[src/rtl/mul_div_unit.sv]
// Iterative radix-2 multiply/divide unit for the MIPS execute stage.
// Shift-add multiply, restoring divide; HI/LO only change on completion or mthi/mtlo.
module mul_div_unit #(
  parameter int WIDTH = 32
) (
  input  logic             clk,
  input  logic             reset,
  input  logic             start,
  input  logic [1:0]       op,
  input  logic [WIDTH-1:0] a,
  input  logic [WIDTH-1:0] b,
  input  logic             mthi,
  input  logic             mtlo,
  output logic             busy,
  output logic             done,
  output logic [WIDTH-1:0] hi,
  output logic [WIDTH-1:0] lo,
  output logic [1:0]       dbg_state
);

  localparam int CW = $clog2(WIDTH) + 1;
  localparam logic [CW-1:0] LAST_ITER = CW'(WIDTH - 1);

  // Handshake: start is accepted only on a rising edge where the unit is IDLE;
  // busy rises the cycle after acceptance and falls when done pulses, and
  // start/mthi/mtlo presented while not IDLE are dropped without effect.
  typedef enum logic [1:0] {
    S_IDLE = 2'd0,
    S_CALC = 2'd1,
    S_FIN  = 2'd2
  } state_t;

  state_t             state_q;
  logic               busy_q;
  logic               done_q;
  logic [WIDTH-1:0]   hi_q;
  logic [WIDTH-1:0]   lo_q;
  logic               is_div_q;
  logic               neg_q;
  logic               rem_neg_q;
  logic               div0_q;
  logic [WIDTH-1:0]   mcand_q;
  logic [2*WIDTH-1:0] acc_q;
  logic [CW-1:0]      cnt_q;

  logic               in_signed;
  logic [WIDTH-1:0]   a_mag;
  logic [WIDTH-1:0]   b_mag;

  logic [WIDTH:0]     mul_sum;
  logic [2*WIDTH-1:0] mul_next;
  logic [WIDTH:0]     rem_sh;
  logic [WIDTH:0]     rem_diff;
  logic               rem_ge;
  logic [2*WIDTH-1:0] div_next;
  logic [2*WIDTH-1:0] acc_d;
  logic [2*WIDTH-1:0] prod_d;
  logic [WIDTH-1:0]   quo_d;
  logic [WIDTH-1:0]   rem_d;
  logic [WIDTH-1:0]   res_hi_d;
  logic [WIDTH-1:0]   res_lo_d;

  // Signed ops work on magnitudes; -2^(WIDTH-1) maps onto itself, which is
  // exactly its magnitude when read as unsigned.
  assign in_signed = ~op[0];
  assign a_mag     = (in_signed && a[WIDTH-1]) ? (~a + 1'b1) : a;
  assign b_mag     = (in_signed && b[WIDTH-1]) ? (~b + 1'b1) : b;

  always_comb begin
    mul_sum  = {1'b0, acc_q[2*WIDTH-1:WIDTH]} +
               {1'b0, (acc_q[0] ? mcand_q : {WIDTH{1'b0}})};
    mul_next = {mul_sum, acc_q[WIDTH-1:1]};

    rem_sh   = {acc_q[2*WIDTH-1:WIDTH], acc_q[WIDTH-1]};
    rem_diff = rem_sh - {1'b0, mcand_q};
    rem_ge   = (rem_sh >= {1'b0, mcand_q});
    div_next = {(rem_ge ? rem_diff[WIDTH-1:0] : rem_sh[WIDTH-1:0]),
                acc_q[WIDTH-2:0], rem_ge};

    acc_d    = is_div_q ? div_next : mul_next;
    prod_d   = neg_q ? (~acc_d + 1'b1) : acc_d;
    quo_d    = acc_d[WIDTH-1:0];
    rem_d    = acc_d[2*WIDTH-1:WIDTH];

    res_hi_d = prod_d[2*WIDTH-1:WIDTH];
    res_lo_d = prod_d[WIDTH-1:0];
    if (is_div_q) begin
      // A zero divisor leaves quotient all-ones and remainder = |a|; restoring
      // the dividend sign on the remainder gives back a unchanged.
      res_lo_d = (neg_q && !div0_q) ? (~quo_d + 1'b1) : quo_d;
      res_hi_d = rem_neg_q ? (~rem_d + 1'b1) : rem_d;
    end
  end

  always_ff @(posedge clk or posedge reset) begin
    if (reset) begin
      state_q   <= S_IDLE;
      busy_q    <= 1'b0;
      done_q    <= 1'b0;
      hi_q      <= '0;
      lo_q      <= '0;
      is_div_q  <= 1'b0;
      neg_q     <= 1'b0;
      rem_neg_q <= 1'b0;
      div0_q    <= 1'b0;
      mcand_q   <= '0;
      acc_q     <= '0;
      cnt_q     <= '0;
    end else begin
      done_q <= 1'b0;
      case (state_q)
        S_IDLE: begin
          if (start) begin
            state_q   <= S_CALC;
            busy_q    <= 1'b1;
            cnt_q     <= '0;
            is_div_q  <= op[1];
            neg_q     <= in_signed & (a[WIDTH-1] ^ b[WIDTH-1]);
            rem_neg_q <= in_signed & a[WIDTH-1];
            div0_q    <= (b == '0);
            if (op[1]) begin
              mcand_q <= b_mag;
              acc_q   <= {{WIDTH{1'b0}}, a_mag};
            end else begin
              mcand_q <= a_mag;
              acc_q   <= {{WIDTH{1'b0}}, b_mag};
            end
          end else begin
            if (mthi) hi_q <= a;
            if (mtlo) lo_q <= a;
          end
        end
        S_CALC: begin
          acc_q <= acc_d;
          cnt_q <= cnt_q + 1'b1;
          if (cnt_q == LAST_ITER) begin
            state_q <= S_FIN;
            busy_q  <= 1'b0;
            done_q  <= 1'b1;
            hi_q    <= res_hi_d;
            lo_q    <= res_lo_d;
          end
        end
        S_FIN: begin
          state_q <= S_IDLE;
          cnt_q   <= '0;
        end
        default: begin
          state_q <= S_IDLE;
          busy_q  <= 1'b0;
          cnt_q   <= '0;
        end
      endcase
    end
  end

  assign busy      = busy_q;
  assign done      = done_q;
  assign hi        = hi_q;
  assign lo        = lo_q;
  assign dbg_state = state_q;

endmodule

[config.mk]
export PLATFORM = sky130hd
export DESIGN_NAME = mul_div_unit
export DESIGN_NICKNAME = d
export VERILOG_FILES = /design/src/rtl/mul_div_unit.sv
export SDC_FILE = /design/constraint.sdc
export NUM_CORES = 1
export LEC_CHECK = 0
export ABC_CLOCK_PERIOD_IN_PS = 6200
export CELL_PAD_IN_SITES_DETAIL_PLACEMENT = 0
export CELL_PAD_IN_SITES_GLOBAL_PLACEMENT = 1
export CORE_MARGIN = 3
export CORE_UTILIZATION = 40
export DETAILED_ROUTE_END_ITERATION = 6
export MAX_ROUTING_LAYER = met4
export PLACE_DENSITY_LB_ADDON = 0.05
export SYNTH_ARGS = -nofsm -noshare
export SYNTH_HDL_FRONTEND = slang
export SYNTH_SLANG_ARGS = --single-unit
[constraint.sdc]
create_clock -name clk -period 6.2 [get_ports clk]
set_clock_uncertainty 0.2 [all_clocks]
set_input_delay 1.24 -clock clk [delete_from_list [all_inputs] [get_ports clk]]
set_output_delay 1.24 -clock clk [all_outputs]
set_load 0.005 [all_outputs]
==> impl_metrics.py <==
metrics = {
    "run_status": {
        "outcome": "complete, no violations",
    },
    "detailed_routing": {
        "drt_iter0_markers": 1541,
        "ant_nets": 0,
        "wl_per_cell_um": 25.5,
        "drt-total-wl_um": 72000,
        "routed_via_density": 6.18,
        "drc_errors": 0,
        "via_count": 17445,
        "dr.pass1.iters": 6,
    },
    "power": {
        "p_leak_nw": 7.71,
        "peakVddDrop_mv": 0.229,
        "p_per_area_mw_per_mm2": 669,
        "power.total_mw": 12.7,
    },
    "placed_design": {
        "place_inst": 2792,
        "post-place-ws_ps": 561,
        "hpwl_um": 56700,
        "gp_congestion": 0.971,
        "dpl_cell_area_sq_mm": 0.0183,
        "portBuffers": 138,
    },
    "floorplan": {
        "fp-row-count": 73,
        "die_h_um": 209,
        "die_width_um": 209,
        "ios": 139,
        "coreArea_sq_mm": 0.0402,
        "die_area_sq_mm": 0.0437,
        "start_util": 0.410,
    },
    "critical_path": {
        "critical_path_peak_fanout": 20,
        "cp-end-kind": "register",
        "path_cells": "buf_4 -> and2_1 -> ha_1 -> a21oi_1 -> a21boi_0 -> nand2_1 -> xor2_1 -> a222oi_1 -> nand4_1 -> or3_4 -> or4_4 -> and4bb_1 -> o21ai_1 -> mux2i_1 -> nand3_1",
        "worstPathArrival_ps": 5830,
        "cp_num_buf_inv": 1,
        "start_kind": "register",
        "crit_family": "simple AND/OR/NAND/NOR gates",
        "worstPathRequired_ps": 6350,
        "criticalPathCategory": "register to register",
        "cp_slowest_cell": "a21boi_0",
        "slowest_delay_ps": 720,
    },
    "yosys": {
        "synth_flop_cell": "dfrtp_1",
        "postSynthCellCount": 2233,
        "netlist_area_sq_mm": 0.0165,
        "yosysWarnings": 0,
        "synth-edff-count": 0,
        "synthArstFlopShare": 1.00,
        "ys_ff_latch": 174,
        "ys_types": 85,
        "syn_nets": 2375,
        "synth_area_per_cell_sq_um": 7.38,
        "synth_seq_area_share": 0.264,
    },
    "grt": {
        "grtUsageTotal": 0.333,
        "antenna_found_initial": 0,
        "grt-ovfl-total": 0,
        "grt_pass1_vias": 16894,
        "grt_pass1_wl_um": 107000,
        "grt_max_degree": 85,
    },
    "sta": {
        "worst_slew_pin_slew_ps": 1150,
        "max_freq_mhz": 176,
        "post-route-period-util": 0.917,
        "rsz0062_at_grt": "false",
        "period_minus_slack_ps": 5680,
        "finalHoldViolCount": 0,
        "max_slew_margin": 0.231,
        "setup_violations": 0,
        "slew_violations": 0,
        "setup_ws_ps": 516,
        "finalSetupTns_ps": 0,
    },
    "layout": {
        "layout.nets": 2428,
        "fillers": 4164,
        "fin_cells": 2825,
        "drive_gt1_frac": 0.0544,
        "syn2layout_area_growth_pct": 14.8,
        "stdcell_area_sq_mm": 0.0189,
    },
    "clock_tree": {
        "root_buffer": "clkbuf_16",
        "clkTransAtPathRegs_ps": 80,
        "worstSkewPairLatency_ps": 460,
        "cts_setup_buffers": 0,
        "cts-buffers-inserted": 17,
        "postCtsHoldBufs": 0,
        "cts_tree": "done",
        "cts_htree_levels": 4,
        "clockBufferDepth": 2,
        "numClockSinks": 174,
    },
    "flow_run": {
        "max-cap-violations": 0,
    },
    "min_path": {
        "hold_class": "register to register",
    },
}
flip-flops by register name, summed over array words and instances (netlist names):
register	flops
cnt_q	6
mcand_q	32
done	1
div0_q	1
hi	32
rem_neg_q	1
dbg_state	2
acc_q	64
neg_q	1
is_div_q	1
lo	32
busy	1
worst reg2reg max path, stage by stage (launching register included):
cell and delay [ps]:
dfrtp_1 710, buf_4 350, and2_1 170, ha_1 290
a21oi_1 250, a21boi_0 720, nand2_1 140, xor2_1 220
a222oi_1 510, nand4_1 400, or3_4 460, or4_4 540
and4bb_1 260, o21ai_1 70, mux2i_1 190, nand3_1 90
metal layers:
metal | part of all wire | global-route usage | vias to the layer above
met5 | 0 | - | -
met4 | 0.048 | 0.135 | 0
met3 | 0.058 | 0.0503 | 139
met2 | 0.47 | 0.537 | 633
met1 | 0.42 | 0.418 | 8493
li1 | - | - | 8180
cells in the final DEF (no fill, tap or decap), drive strengths merged, types with 11 or more instances in the layout:
cell type	Yosys	routed
buf	26	48
clkbuf	125	21
clkdlybuf4s50	0	137
inv	73	76
o21ai	260	260
and3	19	19
nand2	278	278
mux2	15	15
a21oi	197	197
o22ai	11	11
nor4	12	12
o221ai	18	18
a31oi	34	34
dfrtp	174	174
o211ai	33	33
ha	69	69
xor2	58	58
xnor2	112	112
or4	11	11
or3	22	22
nor2b	17	17
o31ai	23	23
a221oi	19	19
nand2b	15	15
mux2i	29	29
nor2	195	195
and2	43	43
nor3	48	48
nand3	72	72
o21a	15	15
a21o	28	28
a211oi	32	32
nand4	22	22
final timing paths:
| check | cells past startpoint | end | slack, ps | from |
|---|---|---|---|---|
| worst max register to register | 15 | hi[28]$_DFFE_PP0P_ | 520 | acc_q[0]$_DFFE_PP0P_ |
| worst min register to register | 2 | lo[17]$_DFFE_PP0P_ | 280 | lo[17]$_DFFE_PP0P_ |
| worst max-delay path | 15 | hi[28]$_DFFE_PP0P_ | 520 | acc_q[0]$_DFFE_PP0P_ |
| max in group asynchronous | 3 | acc_q[47]$_DFFE_PP0P_ | 3650 | reset |
| min in group asynchronous | 2 | cnt_q[4]$_DFFE_PP0P_ | 1070 | reset |
| worst min-delay path | 2 | lo[17]$_DFFE_PP0P_ | 280 | lo[17]$_DFFE_PP0P_ |
layout make-up:
type | instances | area [sq um] | share of cell area
multi-input combinational | 1834 | 11300 | 0.598
sequential | 174 | 4360 | 0.230
timing repair buffer | 185 | 1730 | 0.0914
tap | 525 | 657 | 0.0347
clock buffer | 21 | 470 | 0.0249
inverter | 74 | 283 | 0.0149
clock inverter | 10 | 105 | 0.00555
antenna | 2 | 5.00 | 0.000265
metrics by stage:
stage / hold WS (ps) / utilization
global placement: 268 / 0.456
floorplan: 248 / -
detailed placement: 274 / 0.456
global route: 306 / 0.471
CTS: 290 / 0.471
finish: 284 / 0.471
where the power goes:
part | internal, mW | switching, mW
clock | 0.590 | 0.521
sequential | 1.68 | 0.732
combinational | 3.44 | 5.70
cells by family (layout without fill, tap and decap cells):
| logic type | Yosys count | in the layout | synth area share |
|---|---|---|---|
| compound gates | 764 | 764 | 0.288 |
| xor+xnor | 170 | 170 | 0.0903 |
| fa+ha+maj | 71 | 71 | 0.0548 |
| buf+inv | 225 | 290 | 0.0519 |
| flops | 174 | 174 | 0.264 |
| mux | 44 | 44 | 0.0279 |
| other cells | 0 | 2 | 0 |
| simple gates | 785 | 785 | 0.223 |
cell usage after synthesis (7+ instances only):
master | number | area (sq um)
dfrtp_1 | 174 | 4350
buf_1 | 19 | 71.3
nand2b_1 | 15 | 93.8
o22ai_1 | 11 | 68.8
xnor2_1 | 112 | 981
clkbuf_1 | 125 | 469
nor4_1 | 12 | 75.1
a221oi_1 | 18 | 158
a21oi_1 | 194 | 971
nand4_1 | 21 | 131
nand3_1 | 72 | 360
a221o_1 | 8 | 80.1
mux2i_1 | 29 | 290
a31oi_1 | 34 | 213
o41ai_1 | 8 | 70.1
mux2_2 | 15 | 169
inv_1 | 73 | 274
nor2b_1 | 17 | 106
a2111oi_0 | 8 | 70.1
a22oi_1 | 8 | 60.1
or4_1 | 10 | 75.1
o221ai_1 | 18 | 158
and3_1 | 19 | 119
xor2_1 | 58 | 508
and2_1 | 43 | 269
or3_1 | 21 | 131
a21boi_0 | 7 | 52.6
nor2_1 | 195 | 732
o21a_1 | 15 | 113
a211oi_1 | 31 | 233
nor4b_1 | 7 | 61.3
ha_1 | 69 | 863
nand2_1 | 276 | 1040
nor3_1 | 48 | 240
o31ai_1 | 23 | 173
o211ai_1 | 33 | 248
o21ai_0 | 256 | 1280
a21o_1 | 28 | 210
repair_timing:
item,CTS,global route
endpoints found under the hold margin,0,0
gates resized for setup,0,1
setup endpoints to repair,0,3
(Power assumes the default switching activity.)
